$ cat src/rtl/conv_loop_sequencer.sv
// Layer sequencer for the ifm/weight buffer -> 4-lane MAC -> accumulator -> output buffer path.
// Walks m->r->c->i->j->n, issues one read per cycle and aligns accumulator and write strobes.
module conv_loop_sequencer #(
    parameter int unsigned M   = 4,
    parameter int unsigned R   = 4,
    parameter int unsigned C   = 4,
    parameter int unsigned K   = 3,
    parameter int unsigned NW  = 1,
    parameter int unsigned S   = 1,
    parameter int unsigned LAT = 2,
    parameter int unsigned AW  = 16
) (
    input  logic          clk,
    input  logic          rst,
    input  logic          start,
    input  logic          hold,
    output logic          busy,
    output logic          done,
    output logic          mem_en,
    output logic [AW-1:0] ifm_addr,
    output logic [AW-1:0] weight_addr,
    output logic          acc_clear,
    output logic          acc_enable,
    output logic          out_we,
    output logic [AW-1:0] out_addr
);

    localparam int unsigned CW = 16;
    localparam int unsigned IW = (C - 1) * S + K;

    typedef enum logic [1:0] {StIdle, StRun, StDrain, StDone} state_e;

    state_e state_q, state_d;

    logic [CW-1:0] n_q, n_d, j_q, j_d, i_q, i_d;
    logic [CW-1:0] c_q, c_d, r_q, r_d, m_q, m_d;

    logic wrap_n, wrap_j, wrap_i, wrap_c, wrap_r, wrap_m;
    logic carry_j, carry_i, carry_c, carry_r, carry_m;
    logic issue, is_first, is_last, final_issue;

    logic [AW-1:0] oaddr;
    logic [LAT-1:0] en_pipe, clr_pipe, we_pipe;
    logic [AW-1:0]  oaddr_pipe [LAT];
    logic           out_we_q;
    logic [AW-1:0]  out_addr_q;

    assign issue  = (state_q == StRun) && !hold;
    assign mem_en = issue;
    assign busy   = (state_q != StIdle);
    assign done   = (state_q == StDone);

    assign wrap_n = (n_q == CW'(NW - 1));
    assign wrap_j = (j_q == CW'(K - 1));
    assign wrap_i = (i_q == CW'(K - 1));
    assign wrap_c = (c_q == CW'(C - 1));
    assign wrap_r = (r_q == CW'(R - 1));
    assign wrap_m = (m_q == CW'(M - 1));

    assign carry_j = wrap_n;
    assign carry_i = carry_j && wrap_j;
    assign carry_c = carry_i && wrap_i;
    assign carry_r = carry_c && wrap_c;
    assign carry_m = carry_r && wrap_r;

    assign is_first    = (n_q == '0) && (j_q == '0) && (i_q == '0);
    assign is_last     = carry_c;
    assign final_issue = issue && carry_m && wrap_m;

    // Addresses are pure functions of the counters so they line up with mem_en.
    assign ifm_addr = AW'(((32'(r_q) * S + 32'(i_q)) * IW + (32'(c_q) * S + 32'(j_q))) * NW
                          + 32'(n_q));
    assign weight_addr = AW'(((32'(m_q) * K + 32'(i_q)) * K + 32'(j_q)) * NW + 32'(n_q));
    assign oaddr = AW'((32'(m_q) * R + 32'(r_q)) * C + 32'(c_q));

    always_comb begin
        n_d = n_q;
        j_d = j_q;
        i_d = i_q;
        c_d = c_q;
        r_d = r_q;
        m_d = m_q;
        if (issue) begin
            n_d = wrap_n ? '0 : n_q + 1'b1;
            if (carry_j) j_d = wrap_j ? '0 : j_q + 1'b1;
            if (carry_i) i_d = wrap_i ? '0 : i_q + 1'b1;
            if (carry_c) c_d = wrap_c ? '0 : c_q + 1'b1;
            if (carry_r) r_d = wrap_r ? '0 : r_q + 1'b1;
            if (carry_m) m_d = wrap_m ? '0 : m_q + 1'b1;
        end
    end

    always_comb begin
        state_d = state_q;
        unique case (state_q)
            StIdle:  if (start) state_d = StRun;
            StRun:   if (final_issue) state_d = StDrain;
            // With no issues left, an out_we with an empty pipe is the last neuron.
            StDrain: if (out_we_q && (we_pipe == '0)) state_d = StDone;
            StDone:  state_d = start ? StRun : StIdle;
            default: state_d = StIdle;
        endcase
    end

    always_ff @(posedge clk or posedge rst) begin
        if (rst) begin
            state_q <= StIdle;
            n_q     <= '0;
            j_q     <= '0;
            i_q     <= '0;
            c_q     <= '0;
            r_q     <= '0;
            m_q     <= '0;
        end else begin
            state_q <= state_d;
            n_q     <= n_d;
            j_q     <= j_d;
            i_q     <= i_d;
            c_q     <= c_d;
            r_q     <= r_d;
            m_q     <= m_d;
        end
    end

    // Delay lines keep shifting under hold; an idle slot shifts in as zero.
    always_ff @(posedge clk or posedge rst) begin
        if (rst) begin
            en_pipe    <= '0;
            clr_pipe   <= '0;
            we_pipe    <= '0;
            out_we_q   <= 1'b0;
            out_addr_q <= '0;
            for (int k = 0; k < LAT; k++) oaddr_pipe[k] <= '0;
        end else begin
            en_pipe[0]    <= issue;
            clr_pipe[0]   <= issue && is_first;
            we_pipe[0]    <= issue && is_last;
            oaddr_pipe[0] <= oaddr;
            for (int k = 1; k < LAT; k++) begin
                en_pipe[k]    <= en_pipe[k-1];
                clr_pipe[k]   <= clr_pipe[k-1];
                we_pipe[k]    <= we_pipe[k-1];
                oaddr_pipe[k] <= oaddr_pipe[k-1];
            end
            out_we_q <= we_pipe[LAT-1];
            if (we_pipe[LAT-1]) out_addr_q <= oaddr_pipe[LAT-1];
        end
    end

    assign acc_enable = en_pipe[LAT-1];
    assign acc_clear  = clr_pipe[LAT-1];
    assign out_we     = out_we_q;
    assign out_addr   = out_addr_q;

endmodule

$ cat config.mk
export PLATFORM = sky130hd
export DESIGN_NAME = conv_loop_sequencer
export DESIGN_NICKNAME = d
export VERILOG_FILES = /design/src/rtl/conv_loop_sequencer.sv
export SDC_FILE = /design/constraint.sdc
export NUM_CORES = 1
export LEC_CHECK = 0
export CELL_PAD_IN_SITES_DETAIL_PLACEMENT = 1
export CELL_PAD_IN_SITES_GLOBAL_PLACEMENT = 1
export CORE_UTILIZATION = 44
export DETAILED_ROUTE_END_ITERATION = 12
export MAX_ROUTING_LAYER = met4
export PLACE_DENSITY_LB_ADDON = 0.1
export SYNTH_ARGS = -nofsm -noshare
export SYNTH_HDL_FRONTEND = slang
export SYNTH_SLANG_ARGS = --single-unit
$ cat constraint.sdc
create_clock -name clk -period 5.7 [get_ports clk]
set_input_delay 1.14 -clock clk [delete_from_list [all_inputs] [get_ports clk]]
set_output_delay 1.14 -clock clk [all_outputs]
set_load 0.01 [all_outputs]
==> Flow_metrics.wiki <==
{| class="wikitable"
! Metric !! Value
|-
| Result of the run || finished with violations
|-
| Failing checks || setup timing
|-
| Worst clock skew || ~14 ps
|-
| Effective utilization at floorplan || 45.2%
|-
| CTS Root Buffer Type || sky130_fd_sc_hd__clkbuf_16
|-
| Remaining DRCs || 0
|-
| Switching power || ~1500 uW
|-
| Unrepaired setup endpoints after global routing || true
|-
| Worst hold-check path type || flip-flop to flip-flop
|-
| Cell with the most instances after synthesis || sky130_fd_sc_hd__inv_1
|-
| CTS tree || built
|-
| Share of the core filled with cells || 61.0%
|-
| Global-route congestion overflow total || 0
|-
| Crit-path leading delay family || adder cells
|-
| Residual antenna-violating net count after detailed routing || 0
|-
| Number of DRC markers in iteration 0 || 605
|-
| Top cells by area in the synthesized netlist || sky130_fd_sc_hd__dfrtp_1, sky130_fd_sc_hd__ha_1, sky130_fd_sc_hd__fa_1, sky130_fd_sc_hd__xnor2_1, sky130_fd_sc_hd__inv_1
|-
| Mean number of vias per cell || 5.44
|-
| Register-to-register path setup slack || 1830 ps
|-
| Number of instances in the synthesized netlist || around 1.2k
|-
| Part of the total power dissipated in sequential elements || 28.2%
|-
| FFs w/ async S/R, synth || 100%
|-
| Number of ports placed on the die boundary || slightly below 60
|-
| MaxCap Viol Count || 0
|-
| Endpoint with the worst hold slack || oaddr_pipe[14]
|-
| Total clock buffers created by CTS || 17
|-
| Worst-case headroom to the max-slew limit || a little under a third
|-
| Clock latency on the worst-skew pair || between 400 and 500 ps
|-
| Maximum achievable frequency || roughly 140 MHz
|-
| Area Overhead vs Synth || 35.0%
|-
| H-tree Lvls || 4
|-
| Initial antenna violation count || 0
|-
| Leakage power total || 0.00803 uW
|-
| Final setup slack of the worst path || -1450 ps
|-
| Number of pins exceeding their max-slew limit in the final report || 0
|-
| Max Buffers Root-to-Sink || 2
|-
| Cell variety after synth || just under 70
|-
| Syn. warnings || 0
|-
| Final setup violation count || 19
|-
| Worst path arrival time || 6010 ps
|-
| Height of the chip || 169 um
|-
| Hold path cells || 0
|-
| Number of antenna repair diodes || 0
|-
| Gpl congestion || a little under 0.9
|-
| CP Launch Type || flip-flop
|-
| Most used flip-flop cell after synthesis || sky130_fd_sc_hd__dfrtp_1
|-
| Hold bufs inserted after CTS || 0
|-
| Area of the placeable core || 27200 um^2
|-
| Cells along the critical path || fa_1 > ha_1 > a21o_1 > a21o_1 > a21o_1 > a21oi_2 > xor2_1 > buf_4 > fa_1 > fa_1 > inv_1 > ha_4 > o21a_1 > o21a_1 > o41a_1 > o41ai_2 > buf_4 > o2111ai_2 > a21oi_2 > xnor2_1 > xnor2_1 > xnor2_1 > buf_2
|-
| Count of final hold-check violations || 0
|-
| Synthesized netlist net count || 1458
|-
| Critical path capture point type || primary output
|-
| Number of sinks driven by the clock tree || about 150
|-
| Total number of vias || approximately 10k
|-
| Cell area after technology mapping || 12300 um^2
|-
| Worst Hold Margin || 346 ps
|-
| Placement-stage worst setup slack || -1310 ps
|-
| Detailed-router iteration count before antenna repair || 4
|-
| Clock network fraction of design power || 30.0%
|-
| CP Buf/Inv Count || 4
|-
| Largest stage delay, worst path || 570 ps
|-
| Worst IR Drop VDD || between 0.2 and 0.25 mV
|-
| Combinational fraction of design power || 41.8%
|-
| Total Die Area || 28600 um^2
|-
| Via count of the first global-routing pass || 11.4k
|-
| Maximum number of pins on one net before global-route repair || 104
|-
| Hold_sp || oaddr_pipe[30]
|-
| Count of flip-flops with a built-in enable after synthesis || 0
|-
| CP required || approximately 4600 ps
|-
| Worst r2r src || n_q[14]
|-
| Final net count || 1758
|-
| Number of rows in the core area || 60
|-
| Power Density || 246 nW/um^2
|-
| Internal power component || around 2600 uW
|-
| Worst-path cell with the longest stage delay || sky130_fd_sc_hd__fa_1
|-
| Share of the synthesized area in the top cell type || between 30% and 40%
|-
| Horizontal die dimension || 169 um
|-
| Final Critical Period || ~7200 ps
|-
| Final total power || 4070 uW
|-
| Clock transition at the registers of the reported paths || ~80 ps
|-
| Worst Path Class, Setup || flip-flop to primary output
|-
| Sequential fraction of the synthesis area || a little under a third
|-
| Fraction of final layout cells sized beyond drive strength 1 || 29.8%
|-
| Average cell area after synthesis || 9.87 um^2
|-
| Post-synth top area cell || sky130_fd_sc_hd__dfrtp_1
|-
| Detail Placement HPWL || a little under 30000 um
|-
| Maximum fanout along the worst path || 3
|-
| Period utilisation layout || 126%
|-
| First-pass GRT wire length || 63500 um
|-
| Length in cells of the worst reg-to-reg path || 6
|-
| Most instantiated cells after synthesis || sky130_fd_sc_hd__inv_1, sky130_fd_sc_hd__dfrtp_1, sky130_fd_sc_hd__ha_1
|-
| Switching part of the total power || 37.1%
|-
| Wire length per cell || approximately 21 um
|-
| Total GRT Usage || 30.0%
|-
| Transition time at the pin with the least slew margin || 1020 ps
|-
| Yosys reg bits || 153
|-
| Number of buffer cells added on primary ports || 57
|-
| Worst flop-to-flop path endpoint || m_q[0]
|-
| Final WL || 40900 um
|}
[stage by stage]
stage	instance area, um^2	std cells	TNS (ps)
floorplan	12400	1245	-892
global placement	15000	1875	-10500
detailed placement	15000	1875	-12400
CTS	16300	1924	-11200
global route	16600	1930	-17360
finish	16600	1930	-13810
[cells by family after synthesis]
group                    Yosys count  share of synthesized area [%]
buffers and inverters            166                           5.17
XOR/XNOR                         155                           11.1
AO/OA/AOI/OAI                    210                           11.0
adder cells (fa/ha/maj)          209                           26.1
multiplexers                      20                           1.83
AND/OR/NAND/NOR                  332                           13.6
flip-flops                       153                           31.2
[timing repair]
action / CTS / global route
pin swaps: 106 / 49
gates resized for setup: 209 / 49
endpoints found under the setup margin: 24 / 26
setup buffers: 21 / 12
[state kept, by name, summed over array words and instances, names as in the netlist]
name,cells
oaddr_pipe,32
j_q,16
out_we,1
n_q,16
state_q,2
m_q,16
en_pipe,2
c_q,16
out_addr,16
we_pipe,2
clr_pipe,2
r_q,16
i_q,16
[worst register-to-register path: stages, from the launching register on]
cell                      delay [ps]
sky130_fd_sc_hd__dfrtp_1         480
sky130_fd_sc_hd__nor3_1          810
sky130_fd_sc_hd__nand4_2         300
sky130_fd_sc_hd__nor4_4          590
sky130_fd_sc_hd__and3_1          500
sky130_fd_sc_hd__nand3_1         600
sky130_fd_sc_hd__o21ai_0         470
[how the worst max path moves through the flow]
stage | start | end | slack, ps | cells past startpoint
finish | m_q[1] | weight_addr[15] | -1450 | 23
global route | m_q[1] | weight_addr[15] | -1680 | 23
floorplan | m_q[0] | weight_addr[15] | -520 | 21
CTS | i_q[1] | weight_addr[15] | -1260 | 25
detailed placement | m_q[0] | weight_addr[15] | -1310 | 25
global placement | i_q[3] | ifm_addr[15] | -1210 | 23
[metal layers]
metal  GRT usage, %  up-vias  routed length [um]
li1               -     4820                   -
met2           50.5      240               20300
met1           36.6     5354               17500
met3           4.14       77                1350
met4           11.4        0                1800
met5              -        -                   0
[power groups by stage]
| stage | Combinational [uW] | Sequential [uW] | Clock, uW |
|---|---|---|---|
| after floorplan | 736 | 1180 | 0 |
| after global placement | 1480 | 1170 | 0 |
| after detailed placement | 1530 | 1170 | 0 |
| after CTS | 1660 | 1150 | 1230 |
| after global routing | 1860 | 1160 | 1270 |
| final | 1700 | 1150 | 1220 |
[placed cells by master (no fill, tap or decap), types with 31 or more instances in the layout]
cell,count
sky130_fd_sc_hd__dfrtp_1,149
sky130_fd_sc_hd__o21ai_0,53
sky130_fd_sc_hd__buf_4,215
sky130_fd_sc_hd__ha_1,106
sky130_fd_sc_hd__nand3_1,46
sky130_fd_sc_hd__xnor2_1,108
sky130_fd_sc_hd__clkdlybuf4s50_1,31
sky130_fd_sc_hd__fa_1,74
sky130_fd_sc_hd__nand2_1,70
sky130_fd_sc_hd__inv_1,141
sky130_fd_sc_hd__nor2_1,78
[final cells by class]
cell class              count  area [um^2]
well taps                 372          465
multi-input cells         926         8760
clock buffers              17          425
clock inverters            15          191
inverters                 156          593
fillers                  3000        10600
flip-flops and latches    153         3830
repair buffers            291         2320
(Power assumes the default switching activity.)
